--- src/rtl/ahb_arbiter_if.sv ---
// Arbitration bundle between the AHB masters/bus fabric and the central arbiter.
// HGRANT/HMASTER/HMASTLOCK flow back from the arbiter; everything else flows in.
interface ahb_arbiter_if #(
  parameter int NUM_MST = 4
);
  logic [NUM_MST-1:0] HBUSREQ;
  logic [NUM_MST-1:0] HLOCK;
  logic [1:0]         HTRANS;
  logic               HREADY;
  logic [1:0]         HRESP;
  logic [NUM_MST-1:0] HSPLIT;
  logic [NUM_MST-1:0] HGRANT;
  logic [3:0]         HMASTER;
  logic               HMASTLOCK;

  modport master (
    output HBUSREQ, HLOCK, HTRANS, HREADY, HRESP, HSPLIT,
    input  HGRANT, HMASTER, HMASTLOCK
  );

  modport slave (
    input  HBUSREQ, HLOCK, HTRANS, HREADY, HRESP, HSPLIT,
    output HGRANT, HMASTER, HMASTLOCK
  );
endinterface

--- src/rtl/ahb_arbiter.sv ---
// Central AHB arbiter: round-robin grant with tenure limit, locked hold and SPLIT masking.
// HMASTER/HMASTLOCK trail HGRANT by one HREADY cycle to steer the address/data mux.
module ahb_arbiter #(
  parameter int NUM_MST   = 4,
  parameter int DEF_MST   = 0,
  parameter int MAX_BEATS = 16
) (
  input logic          HCLK,
  input logic          HRST_N,
  ahb_arbiter_if.slave bus
);
  localparam int            BW       = (MAX_BEATS < 1) ? 1 : $clog2(MAX_BEATS + 1);
  localparam logic [BW-1:0] BEAT_LIM = BW'(MAX_BEATS);
  localparam logic [3:0]    DEF_IDX  = 4'(DEF_MST);

  localparam logic [1:0] TRANS_IDLE   = 2'b00;
  localparam logic [1:0] TRANS_NONSEQ = 2'b10;
  localparam logic [1:0] TRANS_SEQ    = 2'b11;
  localparam logic [1:0] RESP_RETRY   = 2'b10;
  localparam logic [1:0] RESP_SPLIT   = 2'b11;

  logic [3:0]         gnt_idx;
  logic [3:0]         rr_ptr;
  logic [3:0]         hmaster_q;
  logic               hmastlock_q;
  logic [NUM_MST-1:0] split_mask;
  logic [BW-1:0]      beat_cnt;
  logic               rearb_pend;

  logic [NUM_MST-1:0] elig;
  logic [NUM_MST-1:0] split_set;
  logic [NUM_MST-1:0] hgrant;
  logic [15:0]        req16;
  logic [15:0]        lock16;
  logic [15:0]        elig16;
  logic [3:0]         sel_idx;
  logic               sel_found;
  logic               cur_lock;
  logic               others_elig;
  logic               tenure_hit;
  logic               arb_pt;
  logic               beat_evt;
  logic               resp_first;
  logic               resp_split;

  // Vectors widened to 16 so the 4-bit indices can address them directly.
  always_comb begin
    req16       = 16'(bus.HBUSREQ);
    lock16      = 16'(bus.HLOCK);
    elig        = bus.HBUSREQ & ~split_mask;
    elig16      = 16'(elig);
    cur_lock    = lock16[gnt_idx] & req16[gnt_idx];
    others_elig = |(elig16 & ~(16'd1 << gnt_idx));
    tenure_hit  = (MAX_BEATS != 0) && (beat_cnt >= BEAT_LIM) && others_elig;
    arb_pt      = bus.HREADY && !cur_lock &&
                  (!req16[gnt_idx] || (bus.HTRANS == TRANS_IDLE) || rearb_pend || tenure_hit);
    beat_evt    = bus.HREADY && ((bus.HTRANS == TRANS_NONSEQ) || (bus.HTRANS == TRANS_SEQ));
    resp_first  = !bus.HREADY && ((bus.HRESP == RESP_SPLIT) || (bus.HRESP == RESP_RETRY));
    resp_split  = !bus.HREADY && (bus.HRESP == RESP_SPLIT) && (hmaster_q != DEF_IDX);
  end

  // Circular scan starting one past the last winner; falls back to the default master.
  always_comb begin
    int idx;
    idx       = 0;
    sel_idx   = DEF_IDX;
    sel_found = 1'b0;
    for (int k = 1; k <= NUM_MST; k++) begin
      idx = int'(rr_ptr) + k;
      if (idx >= NUM_MST) idx = idx - NUM_MST;
      if (!sel_found && elig16[4'(idx)]) begin
        sel_idx   = 4'(idx);
        sel_found = 1'b1;
      end
    end
  end

  always_comb begin
    split_set = '0;
    hgrant    = '0;
    for (int i = 0; i < NUM_MST; i++) begin
      split_set[i] = resp_split && (hmaster_q == 4'(i));
      hgrant[i]    = (gnt_idx == 4'(i));
    end
  end

  always_ff @(posedge HCLK or negedge HRST_N) begin
    if (!HRST_N) begin
      gnt_idx     <= DEF_IDX;
      rr_ptr      <= DEF_IDX;
      hmaster_q   <= DEF_IDX;
      hmastlock_q <= 1'b0;
      split_mask  <= '0;
      beat_cnt    <= '0;
      rearb_pend  <= 1'b0;
    end else begin
      if (bus.HREADY) begin
        hmaster_q   <= gnt_idx;
        hmastlock_q <= cur_lock;
      end
      if (arb_pt) begin
        gnt_idx <= sel_idx;
        rr_ptr  <= sel_idx;
      end
      if (resp_first) begin
        rearb_pend <= 1'b1;
      end else if (arb_pt) begin
        rearb_pend <= 1'b0;
      end
      // A new split on a bit wins over a same-cycle resume of that bit.
      split_mask <= (split_mask & ~bus.HSPLIT) | split_set;
      if (arb_pt && (sel_idx != gnt_idx)) begin
        beat_cnt <= '0;
      end else if (beat_evt && (MAX_BEATS != 0) && (beat_cnt < BEAT_LIM)) begin
        beat_cnt <= beat_cnt + 1'b1;
      end
    end
  end

  assign bus.HGRANT    = hgrant;
  assign bus.HMASTER   = hmaster_q;
  assign bus.HMASTLOCK = hmastlock_q;
endmodule

--- src/flat_wrapper.sv ---
// flat-port wrapper written by rule: the top's interface ports become plain ports
module ahb_arbiter_flat 
#(
  parameter int NUM_MST   = 4,
  parameter int DEF_MST   = 0,
  parameter int MAX_BEATS = 16
)
  (HCLK, HRST_N, bus_HBUSREQ, bus_HLOCK, bus_HTRANS, bus_HREADY, bus_HRESP, bus_HSPLIT, bus_HGRANT, bus_HMASTER, bus_HMASTLOCK);
  ahb_arbiter_if #(.NUM_MST(NUM_MST)) bus_i ();
  input logic HCLK;
  input logic HRST_N;
  input wire logic [$bits(bus_i.HBUSREQ)-1:0] bus_HBUSREQ;
  input wire logic [$bits(bus_i.HLOCK)-1:0] bus_HLOCK;
  input wire logic [$bits(bus_i.HTRANS)-1:0] bus_HTRANS;
  input wire logic [$bits(bus_i.HREADY)-1:0] bus_HREADY;
  input wire logic [$bits(bus_i.HRESP)-1:0] bus_HRESP;
  input wire logic [$bits(bus_i.HSPLIT)-1:0] bus_HSPLIT;
  output wire logic [$bits(bus_i.HGRANT)-1:0] bus_HGRANT;
  output wire logic [$bits(bus_i.HMASTER)-1:0] bus_HMASTER;
  output wire logic [$bits(bus_i.HMASTLOCK)-1:0] bus_HMASTLOCK;
  assign bus_i.HBUSREQ = bus_HBUSREQ;
  assign bus_i.HLOCK = bus_HLOCK;
  assign bus_i.HTRANS = bus_HTRANS;
  assign bus_i.HREADY = bus_HREADY;
  assign bus_i.HRESP = bus_HRESP;
  assign bus_i.HSPLIT = bus_HSPLIT;
  assign bus_HGRANT = bus_i.HGRANT;
  assign bus_HMASTER = bus_i.HMASTER;
  assign bus_HMASTLOCK = bus_i.HMASTLOCK;
  ahb_arbiter #(.NUM_MST(NUM_MST), .DEF_MST(DEF_MST), .MAX_BEATS(MAX_BEATS)) u_core (.HCLK(HCLK), .HRST_N(HRST_N), .bus(bus_i));
endmodule
--- config.mk ---
export PLATFORM = sky130hd
export DESIGN_NAME = ahb_arbiter_flat
export DESIGN_NICKNAME = d
export VERILOG_FILES = /design/src/rtl/ahb_arbiter_if.sv /design/src/rtl/ahb_arbiter.sv /design/src/flat_wrapper.sv
export SDC_FILE = /design/constraint.sdc
export NUM_CORES = 1
export LEC_CHECK = 0
export CAP_MARGIN = 30
export CORE_MARGIN = 1
export CORE_UTILIZATION = 58
export CTS_CLUSTER_DIAMETER = 60
export CTS_CLUSTER_SIZE = 20
export DETAILED_ROUTE_END_ITERATION = 8
export GPL_TIMING_DRIVEN = 0
export PLACE_DENSITY = 0.88
export SLEW_MARGIN = 20
export SYNTH_ARGS = -nofsm -noshare
export SYNTH_HDL_FRONTEND = slang
export SYNTH_SLANG_ARGS = --single-unit
--- constraint.sdc ---
create_clock -name HCLK -period 5.6 [get_ports HCLK]
set_clock_uncertainty 0.15 [all_clocks]
set_input_delay 1.12 -clock HCLK [delete_from_list [all_inputs] [get_ports HCLK]]
set_output_delay 1.12 -clock HCLK [all_outputs]
set_load 0.02 [all_outputs]
[After elaboration in Yosys (flattened, before gate mapping)]
Cells that the tools add are included.
Widths: inputs -> output; s select.
Operators by class
  add/sub/neg operators: 9
  reductions and logical operators: 34
  magnitude comparators: 11
  multiplexer cells: 31
  shift operators: 1
  bitwise logic cells: 8
  equal/unequal tests: 11
Operator list (number)
  $mux 4: 8
  $bmux 1 s4: 6
  $lt 4x6->1 const B: 4
  $ge 5x3->1 const B: 4
  $and 4x16->16: 1
  $eq 4x2->1 const B: 4
  $logic_and 1x1->1: 16
  $not 16->16: 1
  $reduce_or 16->1: 1
  $shl 1x4->16 const A: 1
  $sub 4x4->4 const B: 4
  $mux 1: 15
  $add 4x2->5 const B: 2
  $mux 5: 2
  $and 4x4->4: 2
  $eq 2x2->1 const B: 4
  $eq 4x1->1 const B: 2
  $logic_not 4->1: 2
  $not 4->4: 2
  $logic_not 1->1: 6
  $add 4x1->5 const B: 1
  $add 4x3->5 const B: 1
  $add 5x1->5 const B: 1
  $ge 5x5->1 const B: 1
  other kinds (9): 14
Storage, ports and cells
  word-level logic and storage cells: 111
  input port bits: 19
  flip-flop bits (word level): 19

[Logic depth before layout (Yosys ltp)]
Gate-level depths: netlist of run 1.
  word-level depth: 19
  mapped depth: 12
  gate-level depth less buffers: 12

[Worst setup path before layout of run 1]
OpenSTA, ideal clock, no wires.
  path type: flip-flop to flip-flop
  from: reg u_core.gnt_idx[1]
  to: reg u_core.beat_cnt[0]
  stages on the path, launching flop included: 13
  path slack: 2.605 ns
  library setup time: 0.081 ns
  data required time: 5.369 ns
  arrival time: 2.764 ns
  clock period less this slack: 2.995 ns
  cell sequence: dfrtp_1 inv_1 ha_1 a21oi_2 xnor2_1 inv_1 ha_1 a221o_1 o22ai_2 a2111o_1 o32ai_1 o31a_2 nor3_2
On the way
  word-level cells in the longest chain between the ends: 19
  elaborated cells on any way between the ends: 62
  classes of those cells: 8 x add/sub; 4 x order compare; 1 x eq/ne; 1 x shift; 28 x mux; 3 x bitwise; 17 x reduce/logical
Ends and longest elaborated chain
  start, declared: line ahb_arbiter.sv:22  | logic [3:0] gnt_idx;
  start signal, assigned: line ahb_arbiter.sv:102  | gnt_idx <= sel_idx;
  $add 4x1->5
  $sub 4x4->4 / $ge 5x3->1 (equally long branches)
  $mux 4
  $bmux 1 s4
  $mux 1 (3 in a row)
  $logic_not 1->1
  $logic_and 1x1->1
  $mux 1
  $logic_not 1->1
  $logic_and 1x1->1
  $mux 1
  $logic_not 1->1
  $logic_and 1x1->1
  $mux 4
  $ne 4x4->1: line ahb_arbiter.sv:112  | if (arb_pt && (sel_idx != gnt_idx)) begin
  $logic_and 1x1->1 *: line ahb_arbiter.sv:112
  $mux 5 / $reduce_bool 2->1 (equally long branches)
  end signal, assigned: line ahb_arbiter.sv:115  | beat_cnt <= beat_cnt + 1'b1;
  end, declared: line ahb_arbiter.sv:27  | logic [BW-1:0] beat_cnt;
Every way passes the cells marked *; elsewhere a longest branch is shown, timed or not. The select of a mux whose other input is x is not followed.
A chain may end at the register's enable or synchronous reset.

[Final worst setup path of run 1]
  from: reg u_core.gnt_idx[2]
  to: out bus_HGRANT[2]
On the way
  word-level cells in the longest chain between the ends: 1
Ends and longest elaborated chain
  $eq 4x2->1: line ahb_arbiter.sv:83  | hgrant[i] = (gnt_idx == 4'(i));
  end, declared: line flat_wrapper.sv:18  | output wire logic [$bits(bus_i.HGRANT)-1:0] bus_HGRANT;
Every way passes these cells.

==> results.ini, run 1 <==
[setup_path]
critical_path_arrival_ns = 2.31
cpMaxStageDelayCell = clkdlybuf4s50_1
timing_worst_setup_path_type = flip-flop to output pin
timing.critical_path.to_type = output pin
timing.rr.end = u_core.beat_cnt[1]
crit_path_max_fanout = 9
r2r_setup_slack_ns = 2.08
timing.reg2reg.worst_path_depth = 12
cp-start-kind = flip-flop
critical_path.cell_chain = inv_1 -> ha_1 -> and2_1 -> clkdlybuf4s50_1
reg2reg_from = u_core.gnt_idx[1]
critical_path.max_stage_delay_ns = 0.60
crit_required_ns = 4.33

[status]
status = completed

[logic_synthesis]
synth-edff-count = 0
yosysWarnings = 0
area_leader_netlist = dfrtp_1
synth_top_cells_by_count = dfrtp_1, ha_1, inv_1, nand2_1, nor2_1
postSynthNetCount = 200
yosysSeqAreaShare = 0.280
yosysTopAreaCellShare = 0.280
synthCells = 162
syn-cell-area_mm2 = 0.00170
synth_flop_cell = dfrtp_1
synth_cell_types = 53
number_of_register_bits_inferred_by_synthesis = 19
synth.top_cells.by_area = dfrtp_1, ha_1, mux4_2
postSynth.asyncResetShare = 1.00
avgSynthCellArea_um2 = 10.5

[finish]
multi_input_comb_area_mm2 = 0.00114
final-seq-area_um2 = 475
total_nets_final = 232
design_area_mm2 = 0.00204
diodes = 0
post_route_cells_drive_above_1_share = 0.192
layout-area-overhead-vs-synth_pct = 19.8
nFillCells = 195

[hold_path]
min_path_cells = 1
min_from = u_core.bus.HMASTLOCK
hold_class = flip-flop to flip-flop
hold-path-endpoint = u_core.bus.HMASTLOCK

[power]
pwr_density_cell_mw_per_mm2 = 413
cellLeakagePower_nw = 0.913
irDropWorstVdd_v = 0.000364

[routing]
first_pass_iters = 4
post-route-drc-count = 0
post_drt_via_cell_ratio = 6.17
vias = 1381
final_antenna_net_count = 0
wire_per_inst_um = 17.2
drt_wl_total_um = 3850
dr.first_iter.drc_count = 63

[timing]
tightestPinTransition_ns = 0.814
layout_min_cycle_time_ns = 3.58
total_neg_setup_slack_ns = 0
timing.final.max_slew_violations = 0
post-route-period-util = 0.640
max-slew-margin-rel = 0.456
setup_violations = 0
grt_setup_unrepaired = no
timing.fmax_ghz = 0.279
report.final.hold_viol_count = 0

[floorplanning]
dieWidth_um = 56.1
die_area_mm2 = 0.00315
core_mm2 = 0.00276
die-height_um = 56.1
fp-row-count = 19
io_pins = 28
initial_utilization = 0.617

[clock_tree]
cts_made_buffers = 3
cts_post_setup_buffers_inserted = 0
post_cts_resized = 0
cts.reportedPaths.clkPinSlew_ns = 0.11
ctsHtreeMaxLevel = 1
cts-root-buf = clkbuf_4
hold_buffers = 0
cts.sink_count = 19
clock_tree_from_tritoncts = done
clock_tree.buffer_depth = 2
insertion_delay_ns = 0.31

[placed_design]
dp_hpwl_um = 3090
port_buffers = 27
detailed_place.area_mm2 = 0.00201
gp_routability_congestion = 0.927

[global_route]
track_usage = 0.261
antenna_found_initial = 0
largest_net_degree_at_the_start_of_global_routing = 20
overflow = 0
grt_pass1_wl_um = 6420
number_of_global_route_vias_before_repair = 1401

[job]
drv.max_cap_violation_count = 0

## state kept, by name (all words and copies together), names as in the netlist
signal                flops
u_core.rearb_pend         1
u_core.bus.HMASTER        4
u_core.split_mask         4
u_core.beat_cnt           5
u_core.bus.HMASTLOCK      1
u_core.gnt_idx            4
## layout by cell type, fill, tap and decap left out, types with 3 or more instances in the layout
cell | netlist | layout
clkdlybuf4s50_1 | 0 | 27
nand2_1 | 7 | 7
nor2_1 | 7 | 7
mux2_2 | 4 | 4
nor3_2 | 5 | 5
o22ai_1 | 3 | 3
a31oi_1 | 4 | 4
dfrtp_1 | 19 | 19
inv_1 | 14 | 14
clkbuf_4 | 0 | 3
and2_1 | 6 | 6
nand3_1 | 4 | 4
nor2b_1 | 6 | 6
xnor2_1 | 6 | 6
mux4_2 | 3 | 3
ha_1 | 19 | 19
or2b_2 | 3 | 3
o21ai_0 | 3 | 3
nand3b_1 | 3 | 3
mux2i_1 | 4 | 4
## worst max-delay path, delay by kind of cell (launching register included)
kind	cells	cell delay [ns]
fa+ha+maj	1	0.33
buf+inv	2	0.94
flops	1	0.54
simple gates	1	0.18
## how the worst max path moves through the flow
| stage | start | end | slack [ns] | cells after the start |
|---|---|---|---|---|
| 2_1_floorplan | u_core.gnt_idx[1] | u_core.beat_cnt[0] | 2.61 | 12 |
| 3_3_place_gp | bus_HBUSREQ[1] | u_core.beat_cnt[3] | 2.03 | 8 |
| 3_5_place_dp | bus_HBUSREQ[3] | u_core.beat_cnt[1] | 1.98 | 8 |
| 4_1_cts | u_core.gnt_idx[2] | bus_HGRANT[2] | 2.03 | 4 |
| 5_1_grt | u_core.gnt_idx[1] | u_core.beat_cnt[1] | 1.92 | 12 |
| 6_report | u_core.gnt_idx[2] | bus_HGRANT[2] | 2.02 | 4 |
## cells by family after synthesis
| kind of cell | Yosys count | synth area share |
|---|---|---|
| XOR/XNOR | 6 | 0.0309 |
| AO/OA/AOI/OAI | 34 | 0.174 |
| buffers and inverters | 18 | 0.0486 |
| AND/OR/NAND/NOR | 52 | 0.205 |
| multiplexers | 14 | 0.122 |
| adder cells (fa/ha/maj) | 19 | 0.140 |
| flip-flops | 19 | 0.280 |
## where the power goes
group          leakage [nW]  internal [W]  switching [W]   total, W
Sequential            0.251      0.000166      0.0000471   0.000213
Clock                0.0177     0.0000267      0.0000426  0.0000693
Combinational         0.645      0.000263       0.000296   0.000559
Total                 0.913      0.000455       0.000386   0.000841
## through the flow
stage | hold slack [ns] | worst slack, ns | utilization | instances | total power (W)
2_1_floorplan | 0.302 | 2.61 | - | 162 | 0.000613
5_1_grt | 0.381 | 1.92 | 0.739 | 224 | 0.000894
3_5_place_dp | 0.327 | 1.98 | 0.729 | 220 | 0.000763
3_3_place_gp | 0.314 | 2.03 | 0.729 | 220 | 0.000737
4_1_cts | 0.356 | 2.03 | 0.739 | 224 | 0.000837
6_report | 0.348 | 2.02 | 0.739 | 224 | 0.000841
## per-layer routing
metal	share of wire	vias up	global-route usage
met2	0.53	46	0.473
met3	0.049	9	0.0349
li1	-	651	-
met4	0.019	0	0.0976
met1	0.40	675	0.314
met5	0	-	0
## layout make-up
type                    instances  area share
clock buffers                   3      0.0111
plain buffers                   3      0.0129
inverters                      15      0.0276
flip-flops and latches         19       0.233
well taps                      31      0.0190
repair buffers                 27       0.133
clock inverters                 1     0.00246
multi-input cells             125       0.561
Power figures use the tool's default switching activity.
==> run 2, diff against run 1 <==
--- a/config.mk
+++ b/config.mk
@@ -7,12 +7,12 @@
 export LEC_CHECK = 0
 export CAP_MARGIN = 30
 export CORE_MARGIN = 1
-export CORE_UTILIZATION = 58
+export CORE_UTILIZATION = 54
 export CTS_CLUSTER_DIAMETER = 60
 export CTS_CLUSTER_SIZE = 20
 export DETAILED_ROUTE_END_ITERATION = 8
 export GPL_TIMING_DRIVEN = 0
-export PLACE_DENSITY = 0.88
+export PLACE_DENSITY = 0.83
 export SLEW_MARGIN = 20
 export SYNTH_ARGS = -nofsm -noshare
 export SYNTH_HDL_FRONTEND = slang
==> constraint.sdc (replaced) <==
create_clock -name HCLK -period 3.7 [get_ports HCLK]
set_clock_uncertainty 0.15 [all_clocks]
set_input_delay 0.74 -clock HCLK [delete_from_list [all_inputs] [get_ports HCLK]]
set_output_delay 0.74 -clock HCLK [all_outputs]
set_load 0.02 [all_outputs]
==> run 2 against run 1 <==
Compared with the run above: global-route usage is 0.58 points higher; via count rose by 1.4%; die area rose by 7.1%; design area is 1.6% higher; sequential power increased by 54%; critical path type is now flip-flop to flip-flop; largest cell class unchanged.
==> results.ini, run 2 (same netlist as run 1, synthesis figures left out) <==
[power]
irDropWorstVdd_v = 0.000400  ; +9.9%
p_sw_frac = 0.465  ; +0.00668
power.clock.fraction = 0.090  ; +0.008
cellLeakagePower_nw = 0.916  ; +0.27%
power.internal_w = 0.000690  ; +52%
finalPower_w = 0.00129  ; +53%
comb_power_share = 0.657  ; -0.008
p_sw_w = 0.000601  ; +56%
pwr_density_cell_mw_per_mm2 = 623  ; +51%
sequentialPowerShare = 0.253  ; about the same

[routing]
drt_wl_total_um = 4020  ; +4.3%
post-route-drc-count = 0  ; unchanged
post_drt_via_cell_ratio = 5.93  ; -3.8%
dr.first_iter.drc_count = 38  ; -40%
final_antenna_net_count = 0  ; unchanged
wire_per_inst_um = 17.0  ; -1.0%
first_pass_iters = 4  ; unchanged
vias = 1400  ; +1.4%

[clock_tree]
cts.sink_count = 19  ; unchanged
clock_tree.buffer_depth = 2  ; unchanged
cts-root-buf = clkbuf_4
cts_made_buffers = 3  ; unchanged
ctsHtreeMaxLevel = 1  ; unchanged
clock_tree_from_tritoncts = done
insertion_delay_ns = 0.32  ; about the same
cts.reportedPaths.clkPinSlew_ns = 0.12  ; about the same
cts_post_setup_buffers_inserted = 0  ; unchanged
post_cts_resized = 0  ; unchanged
hold_buffers = 0  ; unchanged

[floorplanning]
core_mm2 = 0.00288  ; +4.3%
dieWidth_um = 58.1  ; +3.5%
die_area_mm2 = 0.00338  ; +7.1%
die-height_um = 58.1  ; +3.5%
initial_utilization = 0.591  ; -0.0255
fp-row-count = 19  ; unchanged
io_pins = 28  ; unchanged

[setup_path]
timing.reg2reg.worst_path_depth = 11  ; -1
crit_path_max_fanout = 9  ; unchanged
critical_path_arrival_ns = 3.60  ; +1.29 ns
critical_path.max_stage_delay_ns = 0.64  ; +0.04 ns
timing.critical_path.to_type = flip-flop
cp-start-kind = flip-flop
crit_required_ns = 3.80  ; -0.53 ns
critical_path.cell_chain = inv_1 -> ha_1 -> inv_1 -> ha_1 -> a22oi_1 -> a41o_2 -> a311oi_1 -> a31oi_1 -> a21oi_2 -> o31a_2 -> nor3_2
cp-startpoint = u_core.gnt_idx[2]
reg2reg_from = u_core.gnt_idx[2]
cpMaxStageDelayCell = dfrtp_1
timing_worst_setup_path_type = flip-flop to flip-flop

[timing]
tightestPinTransition_ns = 0.562  ; -0.252 ns
max-slew-margin-rel = 0.620  ; +0.165
setup_violations = 0  ; unchanged
layout_min_cycle_time_ns = 3.50
total_neg_setup_slack_ns = 0  ; unchanged
grt_setup_unrepaired = no
timing.fmax_ghz = 0.286
report.final.hold_viol_count = 0  ; unchanged
timing.final.max_slew_violations = 0  ; unchanged
post-route-period-util = 0.946

[hold_path]
min_from = u_core.bus.HMASTER[0]
hold_class = flip-flop to flip-flop
min_path_cells = 1  ; unchanged

[global_route]
number_of_global_route_vias_before_repair = 1442  ; +2.9%
antenna_found_initial = 0  ; unchanged
grt_pass1_wl_um = 6680  ; +4.0%
overflow = 0  ; unchanged
largest_net_degree_at_the_start_of_global_routing = 20  ; unchanged
track_usage = 0.267  ; +0.00576

[finish]
design_area_mm2 = 0.00207  ; +1.6%
layout-area-overhead-vs-synth_pct = 21.7
max_reg_flops = 5  ; unchanged
diodes = 0  ; unchanged
nFillCells = 230  ; +18%
largest-register = u_core.beat_cnt
total_nets_final = 233  ; +0.43%
layout.core_utilization = 0.719  ; -0.0192
commonest_cells_after_routing_fill_and_taps_aside = clkdlybuf4s50_1, ha_1, dfrtp_1
post_route_cells_drive_above_1_share = 0.201  ; +0.00932
layout.cells.most_common = clkdlybuf4s50_1

[placed_design]
port_buffers = 27  ; unchanged
detailed_place.area_mm2 = 0.00202  ; +0.68%
gp_routability_congestion = 0.859  ; -7.3%
dp_hpwl_um = 3200  ; +3.4%

[status]
status = completed

[job]
drv.max_cap_violation_count = 0  ; unchanged

run 2: cell count changes in the layout (fill, tap and decap cells not counted):
cell / change
buf_8: +1
dfrtp_1: -1
clkinv_2: -1
dfrtp_2: +1
clkinvlp_4: +1
run 2: metrics by stage:
step / instances / hold WS [ns] / setup WS [ns]
2_1_floorplan: 162 / 0.294 / 0.705
3_3_place_gp: 231 / 0.313 / 0.371
3_5_place_dp: 231 / 0.311 / 0.221
4_1_cts: 235 / 0.333 / 0.196
5_1_grt: 236 / 0.343 / 0.0466
6_report: 236 / 0.331 / 0.199
run 2: metal layers:
layer | up-vias | share of wire | GRT usage
met1 | 682 | 0.42 | 0.317
met5 | - | 0 | 0
met3 | 11 | 0.056 | 0.0670
met2 | 54 | 0.50 | 0.466
li1 | 653 | - | -
met4 | 0 | 0.019 | 0.0986
run 2: power by group through the flow:
| stage | clock [W] | combinational [W] | sequential (W) |
|---|---|---|---|
| 6_report | 0.000116 | 0.000848 | 0.000327 |
| 5_1_grt | 0.000123 | 0.000916 | 0.000335 |
| 4_1_cts | 0.000116 | 0.000839 | 0.000325 |
| 3_5_place_dp | 0 | 0.000835 | 0.000328 |
| 3_3_place_gp | 0 | 0.000796 | 0.000323 |
| 2_1_floorplan | 0 | 0.000605 | 0.000323 |
run 2: path summary, 6_finish.rpt:
check | endpoint | slack, ns
max | u_core.beat_cnt[0] | 0.20
min | u_core.split_mask[2] | 0.33
max reg2reg | u_core.beat_cnt[0] | 0.20
min reg2reg | u_core.split_mask[2] | 0.33
max in group asynchronous | u_core.gnt_idx[0] | 2.57
min in group asynchronous | u_core.beat_cnt[4] | 0.47
run 2: cell type report:
cell class / count / area, µm² / share of cell area
clock buffers: 3 / 22.5 / 0.0109
repair buffers: 28 / 285 / 0.138
inverters: 15 / 56.3 / 0.0272
flip-flops and latches: 19 / 477 / 0.230
well taps: 42 / 52.6 / 0.0254
plain buffers: 3 / 26.3 / 0.0127
clock inverters: 1 / 7.51 / 0.00363
multi-input cells: 125 / 1140 / 0.552
run 2: critical path: cells and delay by family (launching register included):
family | cells | cell delay (ns)
compound gates | 6 | 1.49
flops | 1 | 0.64
fa+ha+maj | 2 | 0.60
buf+inv | 2 | 0.36
simple gates | 1 | 0.19
